**src/rtl/sourceout_ctrl_param.sv**
```systemverilog
// Burst/gap read-enable sequencer for a downstream FIFO: waits for the FIFO to fill,
// then emits data_en in on/off periods, aborting on underrun.
module sourceout_ctrl_param #(
   parameter int unsigned USEDW_W     = 15,
   parameter int unsigned LEN_SHIFT   = 2,
   parameter int unsigned START_LEVEL = 5000,
   parameter int unsigned LOW_LEVEL   = 16
) (
   input  logic               clk,
   input  logic               RST,
   input  logic               enable,
   input  logic [31:0]        data_length,
   input  logic [31:0]        blank_length,
   input  logic [USEDW_W-1:0] fifo_usedw,
   output logic               data_en,
   output logic               busy,
   output logic               underrun,
   output logic [15:0]        burst_cnt
);

   typedef enum logic [2:0] {
      IDLE      = 3'd0,
      WAIT_FILL = 3'd1,
      START     = 3'd2,
      SEND_POS  = 3'd3,
      SEND_NEG  = 3'd4
   } state_t;

   localparam logic [31:0] START_LVL = 32'(START_LEVEL);
   localparam logic [31:0] LOW_LVL   = 32'(LOW_LEVEL);

   state_t             state_reg, state_next;
   logic [USEDW_W-1:0] usedw_reg;
   logic [31:0]        cnt_reg, cnt_next;
   logic [31:0]        pos_num_reg, pos_num_next;
   logic [31:0]        neg_num_reg, neg_num_next;
   logic [15:0]        burst_cnt_reg, burst_cnt_next;
   logic               data_en_reg, busy_reg, underrun_reg, underrun_next;

   logic [31:0] pos_in, neg_in, usedw_ext;
   logic        above_start, below_low, pos_last, neg_last;

   // Length units are converted to clock cycles; bits shifted past bit 31 are dropped.
   assign pos_in    = data_length << LEN_SHIFT;
   assign neg_in    = blank_length << LEN_SHIFT;
   assign usedw_ext = 32'(usedw_reg);

   assign above_start = (usedw_ext > START_LVL);
   assign below_low   = (usedw_ext < LOW_LVL);
   // SEND_POS/SEND_NEG are only entered with a non-zero length, so the -1 never underflows there.
   assign pos_last    = (cnt_reg == (pos_num_reg - 32'd1));
   assign neg_last    = (cnt_reg == (neg_num_reg - 32'd1));

   always_comb begin
      state_next     = state_reg;
      cnt_next       = cnt_reg;
      pos_num_next   = pos_num_reg;
      neg_num_next   = neg_num_reg;
      burst_cnt_next = burst_cnt_reg;
      underrun_next  = 1'b0;

      case (state_reg)
         IDLE: begin
            cnt_next     = 32'd0;
            pos_num_next = pos_in;
            neg_num_next = neg_in;
            state_next   = WAIT_FILL;
         end

         WAIT_FILL: begin
            if (above_start && (pos_num_reg != 32'd0)) begin
               state_next = START;
            end
         end

         START: begin
            cnt_next   = 32'd0;
            state_next = SEND_POS;
         end

         SEND_POS: begin
            if (below_low) begin
               cnt_next      = 32'd0;
               underrun_next = 1'b1;
               state_next    = IDLE;
            end else if (pos_last) begin
               cnt_next       = 32'd0;
               burst_cnt_next = burst_cnt_reg + 16'd1;
               if (neg_num_reg == 32'd0) begin
                  // Zero gap: re-latch and wrap straight into the next burst.
                  pos_num_next = pos_in;
                  neg_num_next = neg_in;
                  state_next   = (pos_in == 32'd0) ? WAIT_FILL : SEND_POS;
               end else begin
                  state_next = SEND_NEG;
               end
            end else begin
               cnt_next = cnt_reg + 32'd1;
            end
         end

         SEND_NEG: begin
            if (neg_last) begin
               cnt_next     = 32'd0;
               pos_num_next = pos_in;
               neg_num_next = neg_in;
               state_next   = (pos_in == 32'd0) ? WAIT_FILL : SEND_POS;
            end else begin
               cnt_next = cnt_reg + 32'd1;
            end
         end

         default: begin
            cnt_next   = 32'd0;
            state_next = IDLE;
         end
      endcase

      // A disabled block drops to IDLE silently; this outranks an underrun abort.
      if (!enable) begin
         state_next     = IDLE;
         cnt_next       = 32'd0;
         burst_cnt_next = 16'd0;
         underrun_next  = 1'b0;
      end
   end

   always_ff @(posedge clk) begin
      if (RST) begin
         state_reg     <= IDLE;
         usedw_reg     <= '0;
         cnt_reg       <= 32'd0;
         pos_num_reg   <= 32'd0;
         neg_num_reg   <= 32'd0;
         burst_cnt_reg <= 16'd0;
         data_en_reg   <= 1'b0;
         busy_reg      <= 1'b0;
         underrun_reg  <= 1'b0;
      end else begin
         state_reg     <= state_next;
         usedw_reg     <= fifo_usedw;
         cnt_reg       <= cnt_next;
         pos_num_reg   <= pos_num_next;
         neg_num_reg   <= neg_num_next;
         burst_cnt_reg <= burst_cnt_next;
         // Outputs are registered from the next state so they line up with the state register.
         data_en_reg   <= (state_next == SEND_POS);
         busy_reg      <= (state_next == START) || (state_next == SEND_POS) ||
                          (state_next == SEND_NEG);
         underrun_reg  <= underrun_next;
      end
   end

   assign data_en   = data_en_reg;
   assign busy      = busy_reg;
   assign underrun  = underrun_reg;
   assign burst_cnt = burst_cnt_reg;

endmodule
```
**config.mk**
```make
export PLATFORM = sky130hd
export DESIGN_NAME = sourceout_ctrl_param
export DESIGN_NICKNAME = d
export VERILOG_FILES = /design/src/rtl/sourceout_ctrl_param.sv
export SDC_FILE = /design/constraint.sdc
export NUM_CORES = 1
export LEC_CHECK = 0
export CAP_MARGIN = 20
export CELL_PAD_IN_SITES_DETAIL_PLACEMENT = 0
export CELL_PAD_IN_SITES_GLOBAL_PLACEMENT = 1
export CORE_ASPECT_RATIO = 1.1
export CORE_UTILIZATION = 42
export CTS_CLUSTER_DIAMETER = 60
export CTS_CLUSTER_SIZE = 30
export DETAILED_ROUTE_END_ITERATION = 8
export MAX_ROUTING_LAYER = met4
export PLACE_DENSITY_LB_ADDON = 0.1
export SLEW_MARGIN = 10
export SYNTH_ARGS = -nofsm -noshare
export SYNTH_HDL_FRONTEND = slang
export SYNTH_SLANG_ARGS = --single-unit
export TNS_END_PERCENT = 20
```
**constraint.sdc**
```tcl
create_clock -name clk -period 4.65 [get_ports clk]
set_input_delay 1.1625 -clock clk [delete_from_list [all_inputs] [get_ports clk]]
set_output_delay 1.1625 -clock clk [all_outputs]
set_load 0.05 [all_outputs]
```
==> metrics.txt <==
DRT iter0 DRCs 547; Fill cells 1727; Data required, critical path 4.93 ns; clock buffer count from CTS 17; leak pwr 3.29 nW; Hold Buf Count CTS 0; top-count cell post-synth dfxtp_1; First-pass DRT Iterations 5; DRC 0; Die ar. 18800 um2; Routed WL per cell 16.7 um; max FFs per register 32; Tot Pwr 3.08 mW; cts repair resizes 0; first-pass GRT wire length 33.2 mm; CP max-delay cell or4b_1; CTS tree built; # diodes 0; setup_tns 0 ns; Vias/cell 5.54; period utilisation layout 87.1%; Post-synth ARST share 0%; top-area cell type share of the netlist area 33.7%; Max Clock Freq 247 MHz; layout cells sized above 1 6.57%; CP Launch Type flip-flop; Arr. time, crit path 4.33 ns; TritonCTS sink count 129; Hold Crit Start burst_cnt[15]; CTS Root Cell clkbuf_16; Final setup violation count 0; drt total wl 20.7 mm; max_slew headroom 48.7%; die span in y 144 um; Port Buffer Count 96; # Max-Cap Violations 0; clock latency on the worst-skew pair 0.42 ns; nets@finish 1077; syn nets 1025; synth-to-layout area growth 21.8%; Synth cell types 70; DRT antenna net count 0; power per cell area 330 nW/um2; Post-synth EDFFs 0; Hold WC Path Type flip-flop to flip-flop; vias in the first global route 6316; max-slew violations 0; die width 131 um; Vias 6876; area taken by multi-input logic gates 4750 um2; CP top delay family simple AND/OR/NAND/NOR gates; # IOs 101; area leader, netlist dfxtp_1; maximum vdd drop 0.000244 V; Critical Path Max Stage Delay 0.66 ns; Critical Path Source pos_num_reg[2]; Synth top cells by count 129 x dfxtp_1, 122 x nor2_1, 65 x mux2i_1; crit path cell chain inv_1 > ha_1 > nor3b_1 > nand4_2 > nor2_4 > a41oi_1 > a211o_1 > or4b_1 > nor3_1 > o21ai_4 > buf_4 > mux2i_1 > nor2_1; post-DP HPWL 15.1 mm; Syn. warnings 0; Tot GR Track Use 23.8%; initial core utilization 43.1%; Post-Synthesis Cell Area 7670 um2; initial antenna violation count 0; dominant synthesized flop cell dfxtp_1; clock-pin slew on the worst setup and hold paths 0.06 ns; clock tree buffer depth 2; critical path type flip-flop to flip-flop; critical path buffer and inverter count 2; GRT overflow 0; Mapped Avg Cell Area 8.17 um2; status completed; Seq/Total Area, Yosys 33.7%; core box area 17800 um2; worst-path fanout max 36; Crit. End Element flip-flop; #FFs+latches synth 129; unrepaired setup endpoints after global routing false; clk_skew 0.00904 ns; H-tree Lvls 4; Reg-to-Reg Start pos_num_reg[2]; pin count of the biggest net entering global routing 76; final hold vios 0; Synth Instances 939; Area contributors post-synth dfxtp_1 34%, mux2i_1 8.5%, xnor2_1 6.2%, nor2_1 6.0%, xor2_1 4.3%; row count 51; FF+latch area 2580 um2; worst-margin pin slew 0.770 ns; setup bufs post-CTS 0; Placer Congestion 0.926; crit path time final 4.05 ns
[through the flow]
stage	setup WS [ns]	util, %	std cells	cell area, um2	hold WS (ns)
after floorplan	1.03	-	939	7670	0.476
after global placement	0.616	49.0	1210	8720	0.479
after detailed placement	0.616	49.0	1210	8720	0.482
after CTS	0.564	52.5	1242	9350	0.490
after global routing	0.341	52.5	1242	9350	0.524
final	0.601	52.5	1242	9350	0.486
[placed cells by master, fill, tap and decap left out, types with 4 or more instances in the layout]
master / count
a21o_1: 4
a21oi_1: 20
a31oi_1: 7
and2_1: 5
and3_1: 16
buf_4: 11
clkbuf_16: 17
clkdlybuf4s50_1: 95
dfxtp_1: 129
ha_1: 4
inv_1: 13
mux2i_1: 65
nand2_1: 64
nand2b_1: 5
nand3_1: 41
nand3b_1: 4
nand4_1: 27
nand4b_1: 4
nor2_1: 122
nor2b_1: 24
nor3_1: 33
nor3b_1: 4
nor4_1: 33
o2111ai_1: 5
o211ai_1: 7
o21a_1: 6
o21ai_0: 19
o21ai_1: 5
o22ai_1: 4
o311ai_1: 14
o31a_1: 5
or2_2: 6
or3_1: 13
or4_1: 10
xnor2_1: 54
xor2_1: 38
[final timing paths]
kind / end / slack, ns / depth (start not counted)
max: pos_num_reg[22] / 0.60 / 13
min: burst_cnt[15] / 0.49 / 2
max reg2reg: pos_num_reg[22] / 0.60 / 13
min reg2reg: burst_cnt[15] / 0.49 / 2
[kinds of logic after synthesis]
| kind of cell | count (synthesis) | synth area share [%] |
|---|---|---|
| fa+ha+maj | 4 | 0.653 |
| buf+inv | 87 | 4.55 |
| compound gates | 126 | 11.6 |
| simple gates | 436 | 30.6 |
| xor+xnor | 92 | 10.5 |
| mux | 65 | 8.48 |
| flops | 129 | 33.7 |
[routing by layer]
metal  track usage [%]  routed length [um]  vias to the layer above  share of wire, %
met4              8.65                 465                        0               2.2
met1              31.2               10000                     3179                48
met2              37.1                9390                      186                45
met3              3.43                 888                       24               4.3
li1                  -                   -                     3487                 -
met5                 -                   0                        -                 0
[layout make-up]
| cell class | count | area share (%) |
|---|---|---|
| Clock buffer | 21 | 5.03 |
| Clock inverter | 11 | 1.63 |
| Inverter | 13 | 0.522 |
| Multi-Input combinational cell | 723 | 50.9 |
| Sequential cell | 129 | 27.6 |
| Tap cell | 238 | 3.19 |
| Timing Repair Buffer | 107 | 11.1 |
[report_power, final]
group	switching (mW)	internal, mW	leakage (nW)
logic	0.219	0.230	1.94
clock network	0.507	0.888	0.296
registers	0.0844	1.15	1.06
total	0.810	2.27	3.29
[worst min-delay path, stage by stage, from the launching register on]
cell and delay (ns):
dfxtp_1 0.31, o21ai_0 0.07, a21oi_1 0.06
No activity file was read; power rests on OpenSTA's default activity.
